`src/rtl/pwm_multi.sv`:
```
// Multi-channel PWM generator with edge- or center-aligned counting and
// double-buffered period/duty/mode that switch over only at period boundaries.
module pwm_multi #(
    parameter int CBITS = 15,
    parameter int NCH   = 3
) (
    input  logic                 clk,
    input  logic                 rst,
    input  logic                 en,
    input  logic                 mode,
    input  logic [CBITS-1:0]     period,
    input  logic [NCH*CBITS-1:0] duty,
    input  logic                 load,
    output logic [NCH-1:0]       pwm_out,
    output logic                 period_start,
    output logic                 load_ack
);

    typedef enum logic {UP, DOWN} dir_t;

    localparam logic [CBITS-1:0] ONE = CBITS'(1);

    dir_t                 state, state_nxt;
    logic [CBITS-1:0]     cnt, cnt_nxt;
    logic [CBITS-1:0]     act_period, pend_period;
    logic [NCH*CBITS-1:0] act_duty, pend_duty;
    logic                 act_mode, pend_mode, pend;
    logic                 boundary, xfer;
    logic [NCH-1:0]       pwm_nxt;
    logic [CBITS-1:0]     duty_i;

    always_comb begin
        state_nxt = state;
        cnt_nxt   = cnt;
        boundary  = 1'b0;
        // Center mode wraps on DOWN@1; with period 1 the UP peak is the wrap point.
        if (act_period == '0)
            boundary = 1'b1;
        else if (!act_mode)
            boundary = (cnt == act_period - ONE);
        else if (state == DOWN)
            boundary = (cnt == ONE);
        else
            boundary = (cnt == act_period) && (act_period == ONE);
        boundary = boundary & en;
        xfer     = pend & (boundary | ~en);

        if (!en || boundary) begin
            cnt_nxt   = '0;
            state_nxt = UP;
        end else if (!act_mode) begin
            cnt_nxt = cnt + ONE;
        end else if (state == UP) begin
            if (cnt == act_period) begin
                state_nxt = DOWN;
                cnt_nxt   = cnt - ONE;
            end else begin
                cnt_nxt = cnt + ONE;
            end
        end else begin
            cnt_nxt = cnt - ONE;
        end
    end

    always_comb begin
        pwm_nxt = '0;
        duty_i  = '0;
        for (int unsigned i = 0; i < NCH; i++) begin
            duty_i     = act_duty[i*CBITS +: CBITS];
            // duty >= period also covers the center-mode peak where cnt == period
            pwm_nxt[i] = en && (act_period != '0) &&
                         ((cnt < duty_i) || (duty_i >= act_period));
        end
    end

    always_ff @(posedge clk or posedge rst) begin
        if (rst) begin
            state       <= UP;
            cnt         <= '0;
            pwm_out     <= '0;
            load_ack    <= 1'b0;
            act_period  <= '0;
            act_duty    <= '0;
            act_mode    <= 1'b0;
            pend_period <= '0;
            pend_duty   <= '0;
            pend_mode   <= 1'b0;
            pend        <= 1'b0;
        end else begin
            state    <= state_nxt;
            cnt      <= cnt_nxt;
            pwm_out  <= pwm_nxt;
            load_ack <= xfer;
            if (xfer) begin
                act_period <= pend_period;
                act_duty   <= pend_duty;
                act_mode   <= pend_mode;
            end
            if (load) begin
                pend_period <= period;
                pend_duty   <= duty;
                pend_mode   <= mode;
            end
            pend <= load | (pend & ~xfer);
        end
    end

    assign period_start = en & ~rst & (cnt == '0);

endmodule

```
`config.mk`:
```
export PLATFORM = sky130hd
export DESIGN_NAME = pwm_multi
export DESIGN_NICKNAME = d
export VERILOG_FILES = /design/src/rtl/pwm_multi.sv
export SDC_FILE = /design/constraint.sdc
export NUM_CORES = 1
export LEC_CHECK = 0
export BUFFER_PORTS_ARGS = -buffer_cell sky130_fd_sc_hd__buf_4
export CAP_MARGIN = 15
export CORE_AREA = 3 3 141 197
export DETAILED_ROUTE_END_ITERATION = 16
export DIE_AREA = 0 0 144 200
export GPL_TIMING_DRIVEN = 0
export HOLD_SLACK_MARGIN = 0.02
export SKIP_LAST_GASP = 1
export SLEW_MARGIN = 30
export SYNTH_ARGS = -nofsm -noshare
export SYNTH_HDL_FRONTEND = slang
export SYNTH_SLANG_ARGS = --single-unit
```
`constraint.sdc`:
```
create_clock -name clk -period 8.9 [get_ports clk]
set_input_delay 0.445 -clock clk [delete_from_list [all_inputs] [get_ports clk]]
set_output_delay 0.445 -clock clk [all_outputs]
set_load 0.02 [all_outputs]
```
==> results of run 1 <==
layer usage:
| layer | vias up | GRT usage | routed length, µm | share of wire |
|---|---|---|---|---|
| met1 | 2885 | 0.188 | 8990 | 0.42 |
| li1 | 2850 | - | - | - |
| met2 | 100 | 0.266 | 11000 | 0.52 |
| met5 | - | 0 | 0 | 0 |
| met3 | 36 | 0.0238 | 580 | 0.027 |
| met4 | 0 | 0.0712 | 655 | 0.031 |
critical path, cell delays in order (launching register included):
cell,delay [ns]
dfrtp_1,0.47
clkbuf_1,0.28
nor4_2,0.57
nand3b_1,0.35
o41ai_2,0.91
o21ai_2,0.46
buf_6,0.29
mux2_1,0.32
how the worst min path moves through the flow:
| stage | to | depth (start not counted) | from | slack, ns |
|---|---|---|---|---|
| floorplan | act_period[12] | 1 | pend_period[12] | 0.45 |
| global placement | act_duty[29] | 1 | pend_duty[29] | 0.47 |
| detailed placement | act_period[12] | 1 | pend_period[12] | 0.48 |
| CTS | load_ack | 2 | rst | 0.08 |
| global route | load_ack | 2 | rst | 0.11 |
| finish | load_ack | 2 | rst | 0.06 |
flip-flops by register name, summed over array words and instances (netlist names), 3 cells and up:
register	count
act_duty	45
pend_duty	45
pend_period	15
cnt	15
act_period	15
pwm_out	3
layout make-up:
cell class              count  share of cell area
flip-flops and latches    143               0.353
plain buffers              28              0.0151
multi-input cells         500               0.455
clock buffers              19              0.0427
well taps                 324              0.0400
inverters                  66              0.0252
clock inverters            12              0.0158
repair buffers             69              0.0531
logic make-up (layout without fill, tap and decap cells):
kind of cell	count (synthesis)	after routing
xor+xnor	36	36
mux	126	126
fa+ha+maj	93	93
flops	143	143
compound gates	107	107
simple gates	138	138
buf+inv	94	194
power by group:
part | total [W] | internal (W) | switching [W] | leakage [nW]
Sequential | 0.000825 | 0.000736 | 0.0000884 | 1.71
Combinational | 0.000514 | 0.000263 | 0.000251 | 2.94
Clock | 0.000732 | 0.000442 | 0.000290 | 0.288
Total | 0.00207 | 0.00144 | 0.000629 | 4.94
per-stage QoR:
| stage | instances | hold slack, ns | total power, W | cell area [µm²] | setup WS [ns] |
|---|---|---|---|---|---|
| after CTS | 1161 | 0.0833 | 0.00210 | 10100 | 5.04 |
| after floorplan | 737 | 0.454 | 0.00119 | 8590 | 4.11 |
| after global routing | 1161 | 0.111 | 0.00220 | 10100 | 4.96 |
| final | 1161 | 0.0556 | 0.00207 | 10100 | 5.12 |
| after detailed placement | 1130 | 0.475 | 0.00136 | 9540 | 5.10 |
| after global placement | 1129 | 0.470 | 0.00134 | 9500 | 2.78 |
synth_stat cells (2+ instances only):
cell type	number
dfrtp_1	143
ha_1	93
inv_1	65
mux2_2	61
mux2_4	49
a21o_1	32
nor3_1	27
xnor2_1	26
nand2_1	20
a21oi_1	19
nand4_1	19
clkbuf_1	17
nor2_1	17
nor4_1	13
o21ai_0	13
mux2_1	12
nand3_1	10
xor2_1	10
a211oi_1	9
nand2b_1	7
buf_6	6
or4_1	5
mux2i_1	4
o21bai_1	4
a221o_1	3
a31oi_1	3
and3_1	3
buf_1	3
nor4_2	3
o211ai_1	3
o21a_1	3
a22oi_1	2
buf_2	2
nand3b_1	2
o2111ai_1	2
o21ai_1	2
o31a_1	2
or3_1	2
==> flow_metrics.tcl, run 1 <==
set metrics [dict create \
    synthCells 737 \
    fin_worst_skew_ns 0.0103 \
    nets 983 \
    routed-via-count 5871 \
    ant_nets 0 \
    synthXorXnorAreaFrac 0.0367 \
    synth_top_family_by_area "multiplexers" \
    seqCellArea_mm2 0.00358 \
    syn_area_per_cell_um2 11.7 \
    layout_common_cells "dfrtp_1, ha_1, buf_4" \
    synth_area_mm2 0.00859 \
    cts_buffer_depth 2 \
    io_pins 70 \
    dp_hpwl_um 15900 \
    yosysSeqAreaShare 0.417 \
    synth_seq_cells 143 \
    synthSimpleGateAreaFrac 0.0913 \
    synth_edf_count 0 \
    clock_sinks 143 \
    grtUsageTotal 0.154 \
    start_util 0.328 \
    fin_util 0.387 \
    r2r_cells 7 \
    cts_root_buf "clkbuf_16" \
    n_fill_cell 2504 \
    rr_startpoint "cnt[3]" \
    async_flop_share 1.00 \
    crit_type "reg -> reg" \
    synth-adder-area-share 0.135 \
    cts_buffers 17 \
    rsz0062_at_grt "no" \
    diodes 0 \
    arrival_ns 4.09 \
    grt_pass1_vias 6064 \
    leakage_nw 4.94 \
    p_per_area_mw_per_mm2 204 \
    status "completed" \
    crit_path_start "cnt[3]" \
    period_share 0.425 \
    syn_to_final_growth_pct 18.0 \
    die_area_mm2 0.0288 \
    multi_input_area_mm2 0.00461 \
    synth_compound_area_frac 0.0871 \
    coreArea_mm2 0.0262 \
    yosysTopAreaCell "dfrtp_1" \
    post-cts-setup-buffers 0 \
    max_freq_ghz 0.265 \
    die_x_um 144 \
    synth_cell_types 59 \
    ys.flop_type "dfrtp_1" \
    rows 70 \
    synth_top_area_share 0.417 \
    gp_congestion 0.880 \
    critPathRequiredTime_ns 9.21 \
    maxSlewHeadroom 0.387 \
    overflow 0 \
    end_kind "flip-flop" \
    ir_drop_mv 0.131 \
    ctsHtreeMaxLevel 4 \
    drtIter0Drc 329 \
    antenna_found_initial 0 \
    die_y_um 200 \
    tightest_slew_ns 0.909 \
    min_period_ns 3.78 \
    yosys_warnings 0 \
    postCtsHoldBufs 0 \
    r2r-end "act_duty[31]" \
    clkTransAtPathRegs_ns 0.06 \
    grt_pass1_wl_um 33500 \
    critPathMaxFanout 10 \
    cap_viol_max_count 0 \
    final_common_cell "dfrtp_1" \
    crit_path_end "act_duty[31]" \
    drc_errors 0 \
    drt_pre_antenna_iters 4 \
    wl_per_cell_um 18.3 \
    r2r_slack_ns 5.12 \
    drive_gt1_frac 0.274 \
    tns_ns 0 \
    grt_max_degree 76 \
    port_buffers 68 \
    viasPerCell 5.06 \
    cts_tree "built" \
    slew_violations 0 \
    clock_latency_ns 0.43 \
    cts_resized 0 \
    crit_path_start_kind "flip-flop" \
    setup_violations 0 \
    hold_viol 0 \
    min_path_type "in -> async" \
    wl_um 21200 \
    synth.area.top_cells "dfrtp_1, ha_1, mux2_4" \
    synthMuxAreaShare 0.186 \
    syn_nets 895 \
]
Power figures use the tool's default switching activity.
==> run 2: changes to the inputs <==
ABC_AREA = 1   (was not set)
CORE_AREA = 3 3 143 201   (was 3 3 141 197)
DIE_AREA = 0 0 146 204   (was 0 0 144 200)
clock period = 3.09 ns   (was 8.9 ns; I/O delays follow)
==> flow_metrics.tcl, run 2 <==
set metrics [dict create \
    status "completed" \
    power_frac_seq 0.384 \
    syn_nets 1342 \
    rsz0062_at_grt "no" \
    wl_um 26200 \
    crit_type "reg -> reg" \
    switchingPower_w 0.00201 \
    grt_pass1_wl_um 42400 \
    ir_drop_mv 0.400 \
    yosys_warnings 0 \
    routed-via-count 8124 \
    nets 1497 \
    period_share 0.948 \
    r2r_slack_ns 0.16 \
    yosysSeqAreaShare 0.403 \
    end_kind "flip-flop" \
    die_area_mm2 0.0298 \
    synth_cell_types 39 \
    crit_top_cell "nand2_1" \
    use_met1 0.217 \
    fin_area_mm2 0.0112 \
    synthCells 1184 \
    drive_gt1_frac 0.115 \
    die_x_um 146 \
    setup_slack_ns 0.162 \
    use_met2 0.329 \
    slowest_delay_ns 0.47 \
    synth_top_area_share 0.403 \
    start_util 0.330 \
    synth.top_cells.by_count "nand2_1, dfrtp_1, inv_1" \
    hold_viol 0 \
    tns_ns 0 \
    syn_to_final_growth_pct 26.5 \
    r2r-end "act_duty[18]" \
    p_per_area_mw_per_mm2 536 \
    syn_area_per_cell_um2 7.50 \
    cts_buffers 17 \
    dp_hpwl_um 19700 \
    overflow 0 \
    grt_max_degree 29 \
    placed_cells 1623 \
    drtIter0Drc 587 \
    rows 71 \
    sw_frac_of_total 0.334 \
    min_period_ns 2.93 \
    crit_chain "inv_1 -> ha_1 -> nand2_2 -> nor2_2 -> nand2_1 -> a21oi_1 -> nand2_1 -> nor2_2 -> nand3_2 -> nand2_4 -> nand2_2 -> buf_2 -> nand2_1 -> nand2_1" \
    cp_top_family "simple AND/OR/NAND/NOR gates" \
    critPathMaxFanout 10 \
    cts_buffer_depth 2 \
    cts_tree "built" \
    fin_worst_skew_ns 0.0160 \
    crit_buf_inv 2 \
    gp_congestion 0.914 \
    tightest_slew_ns 0.732 \
    synth_area_mm2 0.00888 \
    cts_root_buf "clkbuf_16" \
    clock_sinks 143 \
    async_flop_share 1.00 \
    internal_power_w 0.00401 \
    drc_errors 0 \
    yosys.cell_count.top_type "nand2_1" \
    post-cts-setup-buffers 0 \
    grt_pass1_vias 8145 \
    slew_violations 0 \
    grtUsageTotal 0.181 \
    min_path_type "in -> async" \
    setup_violations 0 \
    synth.area.top_cells "dfrtp_1, nand2_1, ha_1" \
    combPwrFrac 0.261 \
    n_fill_cell 2767 \
    crit_path_start_kind "flip-flop" \
    io_pins 70 \
    port_buffers 68 \
    clkPwrFrac 0.355 \
    synth_edf_count 0 \
    slowest_stage "dfrtp_1" \
    cap_viol_max_count 0 \
    instances_no_fill 1717 \
    crit_path_start "act_period[1]" \
    globalRoute.busiestLayer "met2" \
    clock_latency_ns 0.43 \
    arrival_ns 3.24 \
    critPathRequiredTime_ns 3.41 \
    coreArea_mm2 0.0269 \
    viasPerCell 4.73 \
    ys.flop_type "dfrtp_1" \
    max_freq_ghz 0.341 \
    layout_common_cells "nand2_1, dfrtp_1, inv_1" \
    r2r_cells 14 \
    drt_pre_antenna_iters 5 \
    place_area_mm2 0.0100 \
    ctsHtreeMaxLevel 4 \
    final_common_cell "nand2_1" \
    die_y_um 204 \
    wl_per_cell_um 15.2 \
    maxSlewHeadroom 0.512 \
    pre_cts_ws_ns -0.0279 \
    synth_seq_cells 143 \
    clkTransAtPathRegs_ns 0.06 \
    ant_nets 0 \
    yosysTopAreaCell "dfrtp_1" \
    fin_util 0.417 \
    leakage_nw 5.90 \
    use_met3 0.0197 \
    rr_startpoint "act_period[1]" \
    largestRegisters "act_duty x45, pend_duty x45" \
    antenna_found_initial 0 \
    diodes 0 \
]
[run 2: layout make-up]
cell class                 instances  area (µm²)  area share
sequential                       143        3580       0.319
tap                              365         457      0.0407
multi-input combinational        897        4700       0.419
clock buffer                      20         447      0.0398
timing repair buffer             136        1280       0.114
inverter                         106         402      0.0358
clock inverter                    12         160      0.0143
buffer                            38         200      0.0178
[run 2: per-layer routing]
metal,part of all wire,wire length [µm]
met1,0.43,11300
met2,0.51,13400
met3,0.022,577
met4,0.034,888
met5,0,0
[run 2: what timing repair did]
item | in CTS | in global routing
hold buffers | 62 | 0
gates resized for setup | 1 | 1
hold endpoints to repair | 107 | 0
endpoints found under the setup margin | 59 | 33
[run 2: power by group through the flow]
stage / Clock [W] / Sequential [W] / Combinational, W
after detailed placement: 0 / 0.00234 / 0.00151
final: 0.00214 / 0.00231 / 0.00157
after global placement: 0 / 0.00234 / 0.00144
after global routing: 0.00226 / 0.00234 / 0.00182
after floorplan: 0 / 0.00226 / 0.00107
after CTS: 0.00218 / 0.00231 / 0.00158
[run 2: worst max-delay path by stage]
stage                               to  slack (ns)  cells after the start
after global placement    period_start        -1.0                      5
final                     act_duty[18]        0.16                     14
after global routing      act_duty[18]        0.03                     14
after CTS                 act_duty[19]        0.12                     15
after floorplan           period_start        0.21                      3
after detailed placement  act_duty[18]       -0.03                     10
[run 2: worst min-delay path, stage by stage]
cell and delay (ns):
dlygate4sd3_1 0.53, buf_4 0.14, clkinvlp_4 0.27
[run 2: through the flow]
step / hold WS [ns] / total power (W)
final: 0.271 / 0.00602
after floorplan: 0.267 / 0.00333
after detailed placement: 0.169 / 0.00385
after CTS: 0.269 / 0.00607
after global routing: 0.284 / 0.00642
after global placement: 0.357 / 0.00378
[run 2: logic make-up after synthesis]
family          share of synthesized area
flops                               0.403
xor+xnor                          0.00987
fa+ha+maj                           0.131
compound gates                     0.0595
simple gates                        0.329
buf+inv                            0.0674
